## config.mk

```make
export PLATFORM = sky130hd
export DESIGN_NAME = lap_memory_ctrl
export DESIGN_NICKNAME = d
export VERILOG_FILES = /design/src/rtl/stopwatch_pkg.sv /design/src/rtl/lap_ram.sv /design/src/rtl/lap_memory_ctrl.sv
export SDC_FILE = /design/constraint.sdc
export NUM_CORES = 1
export LEC_CHECK = 0
export CAP_MARGIN = 10
export CELL_PAD_IN_SITES_DETAIL_PLACEMENT = 1
export CELL_PAD_IN_SITES_GLOBAL_PLACEMENT = 2
export CORE_MARGIN = 3
export CORE_UTILIZATION = 45
export DETAILED_ROUTE_END_ITERATION = 8
export GPL_TIMING_DRIVEN = 0
export PLACE_DENSITY_LB_ADDON = 0.3
export SLEW_MARGIN = 5
export SYNTH_ARGS = -nofsm -noshare
export SYNTH_HDL_FRONTEND = slang
export SYNTH_HIERARCHICAL = 1
export SYNTH_SLANG_ARGS = --single-unit
```

## constraint.sdc

```tcl
create_clock -name clk -period 12.1 [get_ports clk]
set_clock_uncertainty 0.15 [all_clocks]
set_input_delay 2.42 -clock clk [delete_from_list [all_inputs] [get_ports clk]]
set_output_delay 2.42 -clock clk [all_outputs]
set_load 0.1 [all_outputs]
```

## src/rtl/stopwatch_pkg.sv

```systemverilog
// rtl/stopwatch_pkg.sv - shared stopwatch types and default sizes
package stopwatch_pkg;

  // Lap buffer browse state
  typedef enum logic {
    LAP_IDLE,
    LAP_BROWSE
  } lap_state_t;

  localparam int LAP_DEPTH  = 8;
  localparam int TIME_WIDTH = 16;

endpackage

```

## src/rtl/lap_ram.sv

```systemverilog
// rtl/lap_ram.sv - lap storage register file, sync write, async read
module lap_ram #(
  parameter int DEPTH = 8,
  parameter int WIDTH = 16,
  parameter int AW    = $clog2(DEPTH)
) (
  input  logic             clk,
  input  logic             we,
  input  logic [AW-1:0]    waddr,
  input  logic [WIDTH-1:0] wdata,
  input  logic [AW-1:0]    raddr,
  output logic [WIDTH-1:0] rdata
);

  logic [WIDTH-1:0] mem [DEPTH];

  // Write port; the array is deliberately not reset, the controller hides stale slots
  always_ff @(posedge clk) begin
    if (we) mem[waddr] <= wdata;
  end

  assign rdata = mem[raddr];

endmodule

```

## src/rtl/lap_memory_ctrl.sv

```systemverilog
// rtl/lap_memory_ctrl.sv - circular lap buffer controller with newest-first browsing
module lap_memory_ctrl
  import stopwatch_pkg::*;
#(
  parameter int DEPTH = LAP_DEPTH,
  parameter int WIDTH = TIME_WIDTH
) (
  input  logic                     clk,
  input  logic                     nrst,
  input  logic                     clear,
  input  logic                     write,
  input  logic                     read,
  input  logic [WIDTH-1:0]         time_in,
  output logic [WIDTH-1:0]         lap_out,
  output logic [$clog2(DEPTH)-1:0] lap_index,
  output logic [$clog2(DEPTH):0]   count,
  output logic                     empty,
  output logic                     full,
  output logic                     valid
);

  localparam int AW = $clog2(DEPTH);
  localparam logic [AW:0] FULL_COUNT = (AW+1)'(DEPTH);

  lap_state_t       state, state_next;
  logic [AW-1:0]    wp, wp_next;
  logic [AW:0]      count_next;
  logic [AW-1:0]    idx_next;
  logic             we;
  logic [AW-1:0]    raddr;
  logic [WIDTH-1:0] rdata;
  logic [WIDTH-1:0] lap_out_next;

  lap_ram #(
    .DEPTH(DEPTH),
    .WIDTH(WIDTH),
    .AW   (AW)
  ) u_ram (
    .clk  (clk),
    .we   (we),
    .waddr(wp),
    .wdata(time_in),
    .raddr(raddr),
    .rdata(rdata)
  );

  // Next state: clear beats write beats read; any write cancels browsing
  always_comb begin
    state_next = state;
    wp_next    = wp;
    count_next = count;
    idx_next   = lap_index;
    we         = 1'b0;
    if (clear) begin
      state_next = LAP_IDLE;
      wp_next    = '0;
      count_next = '0;
      idx_next   = '0;
    end else if (write) begin
      we         = 1'b1;
      wp_next    = wp + AW'(1);
      count_next = (count == FULL_COUNT) ? count : count + (AW+1)'(1);
      state_next = LAP_IDLE;
      idx_next   = '0;
    end else if (read) begin
      if (state == LAP_IDLE) begin
        if (count != '0) begin
          state_next = LAP_BROWSE;
          idx_next   = '0;
        end
      end else if ({1'b0, lap_index} == count - (AW+1)'(1)) begin
        idx_next = '0;
      end else begin
        idx_next = lap_index + AW'(1);
      end
    end
  end

  // Look up the lap the cursor will point at after this edge; idle shows zero
  always_comb begin
    raddr        = wp - AW'(1) - idx_next;
    lap_out_next = (state_next == LAP_BROWSE) ? rdata : '0;
  end

  // Pointer, count, FSM and presented-lap registers
  always_ff @(posedge clk or negedge nrst) begin
    if (!nrst) begin
      state     <= LAP_IDLE;
      wp        <= '0;
      count     <= '0;
      lap_index <= '0;
      lap_out   <= '0;
    end else begin
      state     <= state_next;
      wp        <= wp_next;
      count     <= count_next;
      lap_index <= idx_next;
      lap_out   <= lap_out_next;
    end
  end

  assign empty = (count == '0);
  assign full  = (count == FULL_COUNT);
  assign valid = (state == LAP_BROWSE);

endmodule
```

==> results.cfg <==
[synthesis]
synthTopCellsByCount = 128 x edfxtp_1, 28 x mux4_1, 27 x dfrtp_1, 17 x mux2_2, 16 x and2_1
ys_types = 35
syn_area_sq_um = 6206
synth_area_leaders = edfxtp_1 62%, mux4_1 12%, dfrtp_1 11%, mux2_2 3.1%, and2_1 1.6%
ys_seq_area_share_pct = 72.82
synthesis.area_per_instance_sq_um = 20.62
synth_fp_nets = 329
synth_ff_type = edfxtp_1
yosys.area.top_type = edfxtp_1
yosys_register_bits = 155
syn_inst = 301
async_flop_share_pct = 17.42
yosys_warnings = 6
synth_edf_count = 128
synth_top_area_share_pct = 61.94
post-synth-top-count-cell = edfxtp_1

[finish]
diodes = 0
areaGrowthSynthToFinish_pct = 23.65
seq_area_sq_um = 4519
drive_gt1_share_pct = 21.50
fin_cells = 562
nFillCells = 1181
multi_input_area_sq_um = 1617
nets = 401

[placement]
gp_congestion = 0.6713
place_hpwl_um = 7956
dp_cells = 530
port_buffers = 44
place_ws_ns = 5.821

[detailed_routing]
drtIter0Drc = 252
drtPass1Iterations = 4
antenna_left = 0
route.vias.total = 3045
totalWireLength_um = 12480
drc = 0
vias_per_cell = 5.418
avgRoutedWirePerCell_um = 22.20

[power]
pwr-share-comb_pct = 10.7
seqPwrFrac_pct = 46.5
p_sw_share_pct = 22.54
p_leak_nw = 2.783
ir_drop_mv = 0.1390
power_density_nw_per_um2 = 166.3
p_int_mw = 0.9885
clkPwrFrac_pct = 42.8
power_switching_mw = 0.2877

[sta]
grt_setup_unrepaired = no
finalCriticalPeriod_ns = 5.842
max_slew_margin_pct = 22.44
finalHoldViolCount = 0
slew_viol_final = 0
setup_viol = 0
setup_slack_ns = 6.258
worst_slew_pin_slew_ns = 1.155
fmax_mhz = 171.2
period_share_pct = 48.28
final.setup.tns_ns = 0

[critical_path]
cp_slowest_cell = buf_1
slowest_delay_ns = 0.67
path_cells = clkdlybuf4s50_1 > and4_2 > mux2i_1 > ha_1 > fa_1 > xor2_1 > xnor2_1 > buf_1 > mux4_1 > mux2_2 > and2_1
cp.required_ns = 12.27
end_kind = flop
crit_buf_inv = 2
cp_top_family = buffers and inverters
critPathLaunchType = input pin
path_max_fanout = 10
arrival_ns = 6.01
criticalPathCategory = in2reg

[clock_tree]
postCtsHoldBufs = 0
cts_tree = built
post_cts_buffers = 0
insertion_delay_ns = 0.43
cts_root_buf = clkbuf_16
clock_path_buffers = 2
clock_sinks = 155
htreeDepth = 4
cts-resized-gates = 0
cts_buffers = 17
cts.clk_slew.worst_paths_ns = 0.06

[die]
fp.dieArea_sq_um = 15240
core_area_sq_um = 13350
io_pins = 47
die_h_um = 123.4
dieWidth_um = 123.4
num_rows = 42
start_util_pct = 46.49

[global_route]
antenna_found_initial = 0
first_global_vias = 3179
grt.total_usage_pct = 18.12
grt_pass1_wl_um = 19150
grt_overflow = 0
grt_max_degree = 28

[run_status]
status = finished, final reports clean

[job]
cap_violations = 0

[min_path]
hold_class = reg2reg
[flip-flops by register name, indices dropped and copies added, names as in the netlist]
signal	count
count	4
lap_out	16
wp	3
valid	1
lap_index	3
u_ram/mem	128
[worst paths after layout]
kind / depth (start not counted) / slack (ns) / to / start
min in group asynchronous: 1 / 1.89 / count[2] / nrst
max reg2reg: 14 / 7.40 / lap_out[3] / count[0]
max: 11 / 6.26 / lap_out[3] / read
min reg2reg: 1 / 0.48 / lap_index[1] / lap_index[1]
min: 1 / 0.48 / lap_index[1] / lap_index[1]
max in group asynchronous: 1 / 9.45 / lap_out[14] / nrst
[per-stage QoR]
| stage | instance area (sq um) | util (%) | hold slack [ns] | total power, mW |
|---|---|---|---|---|
| after floorplan | 6206 | - | 0.4050 | 0.6960 |
| after global placement | 6867 | 51.44 | 0.4582 | 0.7354 |
| after detailed placement | 7061 | 52.90 | 0.4619 | 0.7423 |
| after CTS | 7674 | 57.49 | 0.4817 | 1.290 |
| after global routing | 7674 | 57.49 | 0.4934 | 1.323 |
| final | 7674 | 57.49 | 0.4770 | 1.276 |
[cells in the final DEF, fill, tap and decap left out, types with 2 or more instances in the layout]
master | Yosys | routed
and2_1 | 16 | 16
buf_8 | 0 | 2
edfxtp_1 | 128 | 128
nor2b_1 | 2 | 2
mux4_2 | 4 | 4
nor2_2 | 0 | 6
buf_6 | 4 | 7
mux4_1 | 28 | 28
inv_6 | 0 | 2
bufinv_16 | 0 | 3
buf_1 | 4 | 4
xor2_1 | 4 | 4
inv_1 | 4 | 4
xnor2_1 | 6 | 6
clkbuf_1 | 0 | 2
nand3_1 | 2 | 2
ha_1 | 6 | 6
clkdlybuf4s50_1 | 0 | 43
nand4_1 | 2 | 2
mux2_2 | 17 | 17
dfrtp_1 | 27 | 27
clkbuf_16 | 0 | 17
clkinv_2 | 0 | 3
buf_2 | 3 | 4
buf_16 | 0 | 4
nor2_1 | 13 | 7
nand2b_1 | 3 | 3
nor3_2 | 1 | 3
clkbuf_8 | 0 | 3
a21oi_1 | 3 | 3
mux2i_1 | 2 | 2
nand2_1 | 6 | 6
nor3_1 | 4 | 2
[area by class of cell]
type                       instances  share of cell area, %
inverter                           4                 0.1957
clock inverter                    10                  1.810
multi-input combinational        130                  21.07
timing repair buffer              53                  7.941
clock buffer                      22                  6.180
sequential                       155                  58.89
buffer                            12                  1.044
tap                              176                  2.870
[layer usage]
metal	global-route usage [%]	part of all wire, %	up-vias
met4	5.398	1.1	0
met2	27.45	49	59
met3	6.176	4.1	12
li1	-	-	1358
met5	0	0	-
met1	25.09	46	1616
[logic make-up after synthesis]
logic type               after synthesis  synth area share [%]
flip-flops                           155                 72.82
AND/OR/NAND/NOR                       54                 4.839
multiplexers                          51                 16.71
buffers and inverters                 16                 1.532
XOR/XNOR                              11                 1.794
AO/OA/AOI/OAI                          7                0.7660
adder cells (fa/ha/maj)                7                 1.532
[power groups by stage]
| stage | sequential, mW | combinational (mW) | clock (mW) |
|---|---|---|---|
| floorplan | 0.622 | 0.0739 | 0 |
| global placement | 0.604 | 0.132 | 0 |
| detailed placement | 0.604 | 0.138 | 0 |
| CTS | 0.594 | 0.139 | 0.558 |
| global route | 0.594 | 0.146 | 0.583 |
| finish | 0.593 | 0.137 | 0.546 |
Power figures use the tool's default switching activity.
